<file path="src/rtl/sqrt_request_arbiter_if.sv">
// Bundle of the requester, core and result signals around sqrt_request_arbiter.
// The arbiter connects through the slave modport; the surrounding system uses master.
interface sqrt_request_arbiter_if #(
  parameter int NUM_REQ           = 4,
  parameter int ID_WIDTH          = 2,
  parameter int INPUT_DATA_WIDTH  = 72,
  parameter int OUTPUT_DATA_WIDTH = 36
);
  logic [NUM_REQ-1:0]                  reqValid;
  logic [NUM_REQ*INPUT_DATA_WIDTH-1:0] reqData;
  logic [NUM_REQ-1:0]                  reqReady;
  logic                                sqrtEnable;
  logic [INPUT_DATA_WIDTH-1:0]         sqrtDataIn;
  logic [OUTPUT_DATA_WIDTH-1:0]        sqrtDataOut;
  logic                                resValid;
  logic [OUTPUT_DATA_WIDTH-1:0]        resData;
  logic [ID_WIDTH-1:0]                 resId;
  logic                                resReady;
  logic                                busy;

  modport slave (
    input  reqValid, reqData, sqrtDataOut, resReady,
    output reqReady, sqrtEnable, sqrtDataIn, resValid, resData, resId, busy
  );

  modport master (
    output reqValid, reqData, sqrtDataOut, resReady,
    input  reqReady, sqrtEnable, sqrtDataIn, resValid, resData, resId, busy
  );
endinterface

</file>
<file path="src/rtl/sqrt_request_arbiter.sv">
// Round-robin sharing of one square_root_cal core; the arbiter times the core's fixed
// latency itself and returns each root tagged with its requester id.
//
// Handshakes: a transfer happens on a rising edge where valid and ready are both 1.
// reqReady is a one-hot strobe raised only in IDLE for the granted requester; resValid
// stays high with resData/resId frozen until the edge on which resReady is 1.
module sqrt_request_arbiter #(
  parameter int NUM_REQ           = 4,
  parameter int ID_WIDTH          = 2,
  parameter int INPUT_DATA_WIDTH  = 72,
  parameter int OUTPUT_DATA_WIDTH = 36,
  parameter int SQRT_LATENCY      = 37
) (
  input  logic                  clock,
  input  logic                  reset_n,
  sqrt_request_arbiter_if.slave bus,
  output logic [1:0]            fsm_state
);
  localparam logic [1:0] IDLE    = 2'd0;
  localparam logic [1:0] COMPUTE = 2'd1;
  localparam logic [1:0] RESULT  = 2'd2;
  localparam int CNT_W = $clog2(SQRT_LATENCY + 1);

  if (INPUT_DATA_WIDTH % 2 != 0) begin : g_bad_iw
    $error("INPUT_DATA_WIDTH must be even");
  end
  if (OUTPUT_DATA_WIDTH != INPUT_DATA_WIDTH / 2) begin : g_bad_ow
    $error("OUTPUT_DATA_WIDTH must equal INPUT_DATA_WIDTH/2");
  end
  if (ID_WIDTH < $clog2(NUM_REQ)) begin : g_bad_id
    $error("ID_WIDTH too small for NUM_REQ");
  end

  logic [1:0]          state;
  logic [ID_WIDTH-1:0] rr_ptr;
  logic [CNT_W-1:0]    cnt;
  logic                grant_found;
  logic [ID_WIDTH-1:0] grant_idx;
  logic [ID_WIDTH:0]   cand;
  logic [NUM_REQ-1:0]  ready_vec;

  // First valid requester scanning upward from rr_ptr, wrapping at NUM_REQ.
  always_comb begin
    grant_found = 1'b0;
    grant_idx   = '0;
    cand        = '0;
    for (int k = 0; k < NUM_REQ; k++) begin
      cand = {1'b0, rr_ptr} + (ID_WIDTH + 1)'(k);
      if (cand >= (ID_WIDTH + 1)'(NUM_REQ)) cand = cand - (ID_WIDTH + 1)'(NUM_REQ);
      if (!grant_found && bus.reqValid[cand[ID_WIDTH-1:0]]) begin
        grant_found = 1'b1;
        grant_idx   = cand[ID_WIDTH-1:0];
      end
    end
  end

  // Gated by reset_n so the strobe is silent while reset is held.
  always_comb begin
    ready_vec = '0;
    if (reset_n && state == IDLE && grant_found) ready_vec[grant_idx] = 1'b1;
  end

  assign bus.reqReady = ready_vec;
  assign bus.busy     = (state != IDLE);
  assign fsm_state    = state;

  always_ff @(posedge clock or negedge reset_n) begin
    if (!reset_n) begin
      state          <= IDLE;
      rr_ptr         <= '0;
      cnt            <= '0;
      bus.sqrtEnable <= 1'b0;
      bus.sqrtDataIn <= '0;
      bus.resValid   <= 1'b0;
      bus.resData    <= '0;
      bus.resId      <= '0;
    end else begin
      case (state)
        IDLE: begin
          if (grant_found) begin
            bus.sqrtDataIn <= bus.reqData[int'(grant_idx) * INPUT_DATA_WIDTH +: INPUT_DATA_WIDTH];
            bus.resId      <= grant_idx;
            cnt            <= '0;
            bus.sqrtEnable <= 1'b1;
            state          <= COMPUTE;
          end
        end
        COMPUTE: begin
          cnt <= cnt + 1'b1;
          // The core has no done flag; its output is trusted only after the full latency.
          if (cnt == CNT_W'(SQRT_LATENCY - 1)) begin
            bus.resData    <= bus.sqrtDataOut;
            bus.resValid   <= 1'b1;
            bus.sqrtEnable <= 1'b0;
            state          <= RESULT;
          end
        end
        RESULT: begin
          if (bus.resReady) begin
            bus.resValid <= 1'b0;
            rr_ptr       <= (bus.resId == ID_WIDTH'(NUM_REQ - 1)) ? '0 : bus.resId + 1'b1;
            state        <= IDLE;
          end
        end
        default: state <= IDLE;
      endcase
    end
  end
endmodule

</file>
<file path="src/flat_wrapper.sv">
// flat-port wrapper written by rule: the top's interface ports become plain ports
module sqrt_request_arbiter_flat 
#(
  parameter int NUM_REQ           = 4,
  parameter int ID_WIDTH          = 2,
  parameter int INPUT_DATA_WIDTH  = 72,
  parameter int OUTPUT_DATA_WIDTH = 36,
  parameter int SQRT_LATENCY      = 37
)
  (clock, reset_n, fsm_state, bus_reqValid, bus_reqData, bus_sqrtDataOut, bus_resReady, bus_reqReady, bus_sqrtEnable, bus_sqrtDataIn, bus_resValid, bus_resData, bus_resId, bus_busy);
  sqrt_request_arbiter_if #(.NUM_REQ(NUM_REQ), .ID_WIDTH(ID_WIDTH), .INPUT_DATA_WIDTH(INPUT_DATA_WIDTH), .OUTPUT_DATA_WIDTH(OUTPUT_DATA_WIDTH)) bus_i ();
  input  logic clock;
  input  logic reset_n;
  output logic [1:0] fsm_state;
  input wire logic [$bits(bus_i.reqValid)-1:0] bus_reqValid;
  input wire logic [$bits(bus_i.reqData)-1:0] bus_reqData;
  input wire logic [$bits(bus_i.sqrtDataOut)-1:0] bus_sqrtDataOut;
  input wire logic [$bits(bus_i.resReady)-1:0] bus_resReady;
  output wire logic [$bits(bus_i.reqReady)-1:0] bus_reqReady;
  output wire logic [$bits(bus_i.sqrtEnable)-1:0] bus_sqrtEnable;
  output wire logic [$bits(bus_i.sqrtDataIn)-1:0] bus_sqrtDataIn;
  output wire logic [$bits(bus_i.resValid)-1:0] bus_resValid;
  output wire logic [$bits(bus_i.resData)-1:0] bus_resData;
  output wire logic [$bits(bus_i.resId)-1:0] bus_resId;
  output wire logic [$bits(bus_i.busy)-1:0] bus_busy;
  assign bus_i.reqValid = bus_reqValid;
  assign bus_i.reqData = bus_reqData;
  assign bus_i.sqrtDataOut = bus_sqrtDataOut;
  assign bus_i.resReady = bus_resReady;
  assign bus_reqReady = bus_i.reqReady;
  assign bus_sqrtEnable = bus_i.sqrtEnable;
  assign bus_sqrtDataIn = bus_i.sqrtDataIn;
  assign bus_resValid = bus_i.resValid;
  assign bus_resData = bus_i.resData;
  assign bus_resId = bus_i.resId;
  assign bus_busy = bus_i.busy;
  sqrt_request_arbiter #(.NUM_REQ(NUM_REQ), .ID_WIDTH(ID_WIDTH), .INPUT_DATA_WIDTH(INPUT_DATA_WIDTH), .OUTPUT_DATA_WIDTH(OUTPUT_DATA_WIDTH), .SQRT_LATENCY(SQRT_LATENCY)) u_core (.clock(clock), .reset_n(reset_n), .bus(bus_i), .fsm_state(fsm_state));
endmodule
</file>
<file path="config.mk">
export PLATFORM = sky130hd
export DESIGN_NAME = sqrt_request_arbiter_flat
export DESIGN_NICKNAME = d
export VERILOG_FILES = /design/src/rtl/sqrt_request_arbiter_if.sv /design/src/rtl/sqrt_request_arbiter.sv /design/src/flat_wrapper.sv
export SDC_FILE = /design/constraint.sdc
export NUM_CORES = 1
export LEC_CHECK = 0
export ABC_AREA = 1
export CAP_MARGIN = 5
export CELL_PAD_IN_SITES_DETAIL_PLACEMENT = 1
export CELL_PAD_IN_SITES_GLOBAL_PLACEMENT = 2
export CORE_ASPECT_RATIO = 0.75
export CORE_MARGIN = 2
export CORE_UTILIZATION = 19
export CTS_BUF_LIST = sky130_fd_sc_hd__clkbuf_2 sky130_fd_sc_hd__clkbuf_4 sky130_fd_sc_hd__clkbuf_8
export CTS_CLUSTER_SIZE = 10
export DETAILED_ROUTE_END_ITERATION = 10
export GPL_TIMING_DRIVEN = 1
export PLACE_DENSITY_LB_ADDON = 0.1
export RECOVER_POWER = 100
export SYNTH_ARGS = -nofsm -noshare
export SYNTH_HDL_FRONTEND = slang
export SYNTH_SLANG_ARGS = --single-unit
</file>
<file path="constraint.sdc">
create_clock -name clock -period 2.66 [get_ports clock]
set_input_delay 0.532 -clock clock [delete_from_list [all_inputs] [get_ports clock]]
set_output_delay 0.532 -clock clock [all_outputs]
set_load 0.1 [all_outputs]
</file>
==> qor.csv, run 1 <==
stage,metric,value,unit
floorplan,die area,0.0438,mm²
clock_tree,cts bufs inserted,17,
logic_synthesis,Syn Area/Cell,6.11,µm²
floorplan,Starting Density,19.1,%
logic_synthesis,Yosys top cell by area,nand2_1,
logic_synthesis,synthesized cell area,0.00800,mm²
sta,final hold violation count,0,
pwr,Pwr Density,1130,mW/mm²
floorplan,Die Span X,241,µm
global_route,largest net degree at the start of global routing,123,
drt,vias per cell,4.20,
logic_synthesis,Post-synth EDFFs,0,
sta,highest clock rate,344,MHz
floorplan,Rows,65,
drt,via count,9838,
final_layout,"most common cell after layout, fill and taps aside",nand2_1,
logic_synthesis,post-synthesis cell type count,28,
final_layout,synth-to-layout area growth,68.7,%
sta,Setup TNS Final,-0.862,ns
clock_tree,CTS H-tree lvls,4,
final_layout,Finished Layout Cells,2341,
setup_path,critical path class,flop to primary output,
worst_hold_path,worst hold path type,flop to flop,
sta,fin. max-slew vios,123,
drt,Pre-antenna DRT Iters,5,
sta,minimum clock period,2.91,ns
flow_run,Max Cap Viol,1,
logic_synthesis,largest cells by area after synthesis,"nand2_1 (41%), dfrtp_1 (38%), nand3_1 (9.4%), buf_2 (1.9%), buf_4 (1.7%)",
logic_synthesis,Post-Syn Nets,1643,
clock_tree,clk slew on worst S/H paths,0.08,ns
sta,RSZ-0062 raised after global routing,yes,
clock_tree,CTS tree,done,
logic_synthesis,synth warn,0,
placed_design,GP Congestion,0.772,
sta,min setup slack post-route,-0.247,ns
final_layout,final core occ,32.3,%
sta,Slew headroom,-29.2,%
drt,Initial DRC Count,364,
global_route,GRT Resource Usage Total,19.3,%
logic_synthesis,"flops & latches, synth",122,
global_route,GR Overflow Total,0,
floorplan,Die Y-Extent,182,µm
clock_tree,Root Buffer,clkbuf_8,
placed_design,DP Cell Count,2293,
setup_path,crit path capture type,primary output,
clock_tree,Clock Sinks,122,
floorplan,core region area,0.0418,mm²
setup_path,Worst EP arrival,2.37,ns
global_route,initial antenna violation count,2,
final_layout,share of layout cells above drive strength 1,11.4,%
placed_design,Setup WS pre-CTS,-0.298,ns
placed_design,HPWL Detailed,31.6,mm
clock_tree,CTS max path bufs,2,
run_status,outcome,finished with violations,
sta,clk_skew,0.0184,ns
sta,"Setup violations, final",4,
floorplan,I/O Pins,450,
drt,routed wire length,42.6,mm
logic_synthesis,async set-reset flop share out of synthesis,100,%
run_status,failing checks,"max-capacitance violations, max-slew violations, negative setup slack",
placed_design,Buffers on Ports,449,
drt,drt wl/cell,18.2,µm
drt,final routed DRC violation total,0,
global_route,vias in the first global route,10353,
setup_path,CP Launch Type,flop,
pwr,Max VDD drop,0.481,mV
setup_path,CP Max Fanout,6,
pwr,leakage power,6.84,nW
sta,fin crit share,109,%
final_layout,most frequent cells in the layout,"nand2_1 (854), clkdlybuf4s50_1 (326), nand3_1 (148)",
logic_synthesis,Mapped Cells,1309,
setup_path,CP required,2.13,ns
logic_synthesis,post-synthesis sequential area ratio,38.2,%
global_route,global-route wire length before repair,63.6,mm
final_layout,fin nets,2092,
clock_tree,Clock Latency Late Sink,0.48,ns
logic_synthesis,"Top FF cell, synth",dfrtp_1,
sta,Tightest Pin Transition,1.94,ns
sta,WHS,0.471,ns
drt,DRT antenna net count,0,
logic_synthesis,top-area cell type share of the netlist area,41.2,%
## logic make-up after synthesis
| logic type | share of synthesized area, % |
|---|---|
| AO/OA/AOI/OAI | 1.45 |
| adder cells (fa/ha/maj) | 0.469 |
| buffers and inverters | 6.90 |
| flip-flops | 38.2 |
| AND/OR/NAND/NOR | 53.0 |
## layout make-up
cell class | instances | area (µm²)
clock inverters | 12 | 115
repair buffers | 515 | 4590
multi-input cells | 1080 | 4650
well taps | 569 | 712
fillers | 5310 | 28300
flip-flops and latches | 122 | 3060
clock buffers | 20 | 269
inverters | 22 | 95.1
diodes | 1 | 2.50
## routing by layer
metal  GRT usage [%]  routed length [µm]  vias to the layer above
met4            3.70                 433                        0
met5               0                   0                        -
li1                -                   -                     4934
met3            4.70                2050                       22
met2            32.5               20600                      181
met1            25.1               19600                     4701
## power breakdown
| part | total (mW) | leakage (nW) | switching [mW] | internal (mW) |
|---|---|---|---|---|
| logic | 10.5 | 5.23 | 8.32 | 2.18 |
| registers | 3.05 | 1.42 | 0.443 | 2.61 |
| clock network | 1.73 | 0.190 | 0.922 | 0.807 |
## worst max-delay path, stage by stage, from the launching register on
cell	delay [ns]
dfrtp_2	0.49
clkinv_4	0.11
buf_4	0.16
nand3_2	0.08
nand2_2	0.08
buf_4	0.15
a21oi_4	0.17
nand2_8	0.08
nand2_8	0.11
inv_4	0.06
nor3_4	0.22
buf_12	0.20
## metrics by stage
| step | area [µm²] | total power [mW] |
|---|---|---|
| final | 13500 | 15.3 |
| after global routing | 13500 | 16.3 |
| after CTS | 13700 | 16.0 |
| after detailed placement | 13200 | 14.2 |
| after global placement | 13200 | 14.1 |
| after floorplan | 8080 | 10.8 |
## flip-flops by register name, summed over array words and instances, names as in the netlist
signal                 count
u_core.bus.resData        36
u_core.bus.resId           2
u_core.bus.resValid        1
u_core.bus.sqrtDataIn     72
u_core.bus.sqrtEnable      1
u_core.cnt                 6
u_core.fsm_state           2
u_core.rr_ptr              2
## synthesized netlist by cell type (3+ instances only)
| cell type | n |
|---|---|
| inv_2 | 3 |
| nand2_2 | 5 |
| buf_1 | 8 |
| nand3_1 | 150 |
| clkbuf_1 | 23 |
| nand2_1 | 879 |
| buf_6 | 6 |
| nor3_1 | 4 |
| nor2_1 | 11 |
| inv_1 | 19 |
| buf_4 | 18 |
| ha_1 | 3 |
| buf_2 | 30 |
| nor2_4 | 3 |
| nor2_2 | 3 |
| nand3_2 | 3 |
| dfrtp_1 | 122 |
| o21ai_0 | 6 |
## worst paths after layout
path                                                    from                                    end  slack [ns]  cells after the start
hold reg to reg            u_core.bus.resData[5]$_DFFE_PN0P_      u_core.bus.resData[5]$_DFFE_PN0P_        0.47                      2
setup reg to reg                u_core.rr_ptr[1]$_DFFE_PN0P_  u_core.bus.sqrtDataIn[34]$_DFFE_PN0P_        0.18                     17
min in group asynchronous                            reset_n        u_core.bus.resValid$_DFFE_PN0P_        0.86                      2
setup / recovery                u_core.rr_ptr[1]$_DFFE_PN0P_                        bus_reqReady[0]       -0.25                     11
max in group asynchronous                            reset_n           u_core.rr_ptr[1]$_DFFE_PN0P_        0.53                      2
hold / removal             u_core.bus.resData[5]$_DFFE_PN0P_      u_core.bus.resData[5]$_DFFE_PN0P_        0.47                      2
## repair_timing
item / in CTS / in global routing
buffers inserted: 6 / 9
gates cloned: 0 / 0
pin swaps: 10 / 16
resized for setup: 19 / 38
hold buffers: 0 / 0
setup endpoints to repair: 4 / 9
Note: power is estimated with default switching activity, not from simulation.
==> run 2: changes to the inputs <==
- GPL_TIMING_DRIVEN: 1 -> unset
==> results of run 2 <==
Same layout as run 1: the final DEF is identical, and so are final timing and power.
==> run 3: changes to the inputs <==
- PLACE_DENSITY: unset -> 0.9
- PLACE_DENSITY_LB_ADDON: 0.1 -> unset
==> qor.csv, run 3 (synthesized netlist as in run 1, its figures left out) <==
stage,metric,value,unit,change
sta,minimum clock period,3.02,ns,was 2.91 ns
clock_tree,Clock Sinks,122,,unchanged
placed_design,HPWL Detailed,29.6,mm,was 31.6 mm
pwr,Pwr Density,1150,mW/mm²,was 1130 mW/mm²
pwr,P_sw,9.63,mW,was 9.69 mW
floorplan,Starting Density,19.1,%,unchanged
pwr,total power,15.6,mW,was 15.3 mW
sta,min setup slack post-route,-0.357,ns,was -0.247 ns
clock_tree,clk slew on worst S/H paths,0.08,ns,about the same
setup_path,WP buf/inv,4,,was 5
pwr,leakage power,6.84,nW,about the same
floorplan,Rows,65,,unchanged
pwr,Sw Share,61.6,%,was 63.4%
sta,RSZ-0062 raised after global routing,yes,,unchanged
floorplan,I/O Pins,450,,unchanged
run_status,failing checks,"max-capacitance violations, max-slew violations, negative setup slack",,unchanged
global_route,GRT Resource Usage Total,17.6,%,was 19.3%
setup_path,reg-to-reg startpoint,u_core.rr_ptr[0]$_DFFE_PN0P_,,was u_core.rr_ptr[1]$_DFFE_PN0P_
final_layout,share of layout cells above drive strength 1,10.3,%,was 11.4%
global_route,GR Overflow Total,0,,unchanged
floorplan,Die Span X,241,µm,unchanged
floorplan,Die Y-Extent,182,µm,unchanged
final_layout,fill count,5331,,was 5310
drt,final routed DRC violation total,0,,unchanged
final_layout,Largest Register,u_core.bus.sqrtDataIn,,unchanged
sta,Tightest Pin Transition,1.63,ns,was 1.94 ns
setup_path,Reg2Reg Setup Slack,0.01,ns,was 0.18 ns
setup_path,Crit path max-delay family,simple AND/OR/NAND/NOR gates,,was buffers and inverters
clock_tree,CTS H-tree lvls,4,,unchanged
run_status,outcome,finished with violations,,unchanged
setup_path,Crit-path slowest cell,dfrtp_2,,unchanged
drt,Initial DRC Count,392,,was 364
setup_path,worst-path cell chain,clkinv_4 > nand2_2 > nand2_2 > nand2_2 > nand2_4 > nor2_4 > buf_6 > nand3_4 > nand2_4 > nand2_4 > buf_12 > nor3_4 > buf_12,,was clkinv_4 > buf_4 > nand3_2 > nand2_2 > buf_4 > a21oi_4 > nand2_8 > nand2_8 > inv_4 > nor3_4 > buf_12
placed_design,Buffers on Ports,449,,unchanged
final_layout,max reg flops,72,,unchanged
final_layout,most frequent cells in the layout,"nand2_1 (858), clkdlybuf4s50_1 (328), nand3_1 (150)",,"was nand2_1 (854), clkdlybuf4s50_1 (326), nand3_1 (148)"
clock_tree,Clock Latency Late Sink,0.47,ns,was 0.48 ns
final_layout,final instance area,0.0136,mm²,was 0.0135 mm²
global_route,global-route wire length before repair,59.5,mm,was 63.6 mm
sta,"Setup violations, final",4,,unchanged
drt,routed wire length,39.9,mm,was 42.6 mm
pwr,combinational fraction of design power,67.2,%,was 68.7%
setup_path,r2r worst-path depth,18,,was 17
worst_hold_path,worst hold path type,input port to asynchronous set/reset pin,,was flop to flop
placed_design,GP Congestion,0.833,,was 0.772
setup_path,Worst EP arrival,2.48,ns,was 2.37 ns
final_layout,"most common cell after layout, fill and taps aside",nand2_1,,unchanged
placed_design,Placed Area,0.0131,mm²,was 0.0132 mm²
sta,Setup TNS Final,-1.38,ns,was -0.862 ns
setup_path,CP required,2.13,ns,about the same
drt,vias per cell,4.22,,was 4.20
pwr,Clock Power Share,13.2,%,was 11.3%
floorplan,core region area,0.0418,mm²,unchanged
drt,DRT antenna net count,0,,unchanged
flow_run,Max Cap Viol,1,,unchanged
setup_path,CP Max Fanout,8,,was 6
pwr,Max VDD drop,0.376,mV,was 0.481 mV
sta,Slew headroom,-8.55,%,was -29.2%
pwr,cell-internal power,6.00,mW,was 5.59 mW
pwr,Flop pwr share,19.6,%,was 20.0%
drt,drt wl/cell,17.0,µm,was 18.2 µm
clock_tree,CTS tree,done,,unchanged
drt,Pre-antenna DRT Iters,4,,was 5
setup_path,crit path capture type,primary output,,unchanged
final_layout,synth-to-layout area growth,69.9,%,was 68.7%
clock_tree,Root Buffer,clkbuf_8,,unchanged
global_route,largest net degree at the start of global routing,83,,was 123
sta,highest clock rate,331,MHz,was 344 MHz
global_route,initial antenna violation count,2,,unchanged
final_layout,Largest regs,"u_core.bus.sqrtDataIn (72), u_core.bus.resData (36), u_core.cnt (6)",,unchanged
placed_design,Setup WS pre-CTS,-0.425,ns,was -0.298 ns
setup_path,worst r2r dst,u_core.bus.sqrtDataIn[1]$_DFFE_PN0P_,,was u_core.bus.sqrtDataIn[34]$_DFFE_PN0P_
sta,fin. max-slew vios,67,,was 123
sta,clk_skew,0.0179,ns,was 0.0184 ns
setup_path,CP Launch Type,flop,,unchanged
floorplan,die area,0.0438,mm²,unchanged
setup_path,CP peak stage delay,0.46,ns,was 0.49 ns
clock_tree,CTS max path bufs,2,,unchanged
sta,fin crit share,113,%,was 109%
sta,final hold violation count,0,,unchanged
drt,via count,9878,,was 9838
final_layout,fin nets,2094,,was 2092
global_route,vias in the first global route,10605,,was 10353
setup_path,critical path class,flop to primary output,,unchanged
clock_tree,cts bufs inserted,17,,unchanged
## run 3: per-layer routing
metal	GRT usage, %	part of all wire [%]
met1	20.4	41
met2	31.5	51
met4	4.32	2.0
met5	0	0.025
met3	5.43	5.9
## run 3: cell type report
class                           instances  area [µm²]  area share [%]
Antenna cell                            1        2.50          0.0184
Clock buffer                           20         269            1.98
Clock inverter                         12         209            1.54
Inverter                               22        95.1           0.700
Multi-Input combinational cell       1080        4590            33.8
Sequential cell                       122        3060            22.5
Tap cell                              569         712            5.24
Timing Repair Buffer                  517        4660            34.3
## run 3: worst max-delay path by stage
stage	start	to	slack [ns]	cells after the start
floorplan	bus_reqValid[3]	bus_reqReady[0]	-0.20	11
detailed placement	bus_reqValid[0]	u_core.bus.sqrtDataIn[3]$_DFFE_PN0P_	-0.42	15
global placement	bus_reqValid[0]	u_core.bus.sqrtDataIn[69]$_DFFE_PN0P_	-0.37	15
finish	u_core.rr_ptr[0]$_DFFE_PN0P_	bus_reqReady[3]	-0.36	13
CTS	u_core.rr_ptr[0]$_DFFE_PN0P_	bus_reqReady[3]	-0.38	13
global route	u_core.rr_ptr[0]$_DFFE_PN0P_	bus_reqReady[1]	-0.49	13
## run 3: power groups by stage
stage	Sequential, mW	Combinational, mW	Clock (mW)
floorplan	8.07	2.76	0
global placement	3.07	10.7	0
detailed placement	3.11	10.9	0
CTS	3.09	10.9	2.15
global route	3.17	11.2	2.24
finish	3.07	10.5	2.06
## run 3: stage by stage
step,hold slack (ns),instances,util (%)
2_1_floorplan,0.236,1309,-
3_3_place_gp,0.366,2287,31.2
3_5_place_dp,0.366,2287,31.2
4_1_cts,0.387,2325,32.6
5_1_grt,0.390,2343,32.5
6_report,0.433,2343,32.5
## run 3: what timing repair did
item	4_1_cts	5_1_grt
endpoints found under the setup margin	4	75
gates resized for setup	24	37
setup buffers	7	13
endpoints found under the hold margin	10	0
hold buffers	1	0
pin swaps	18	12
cloned	0	6
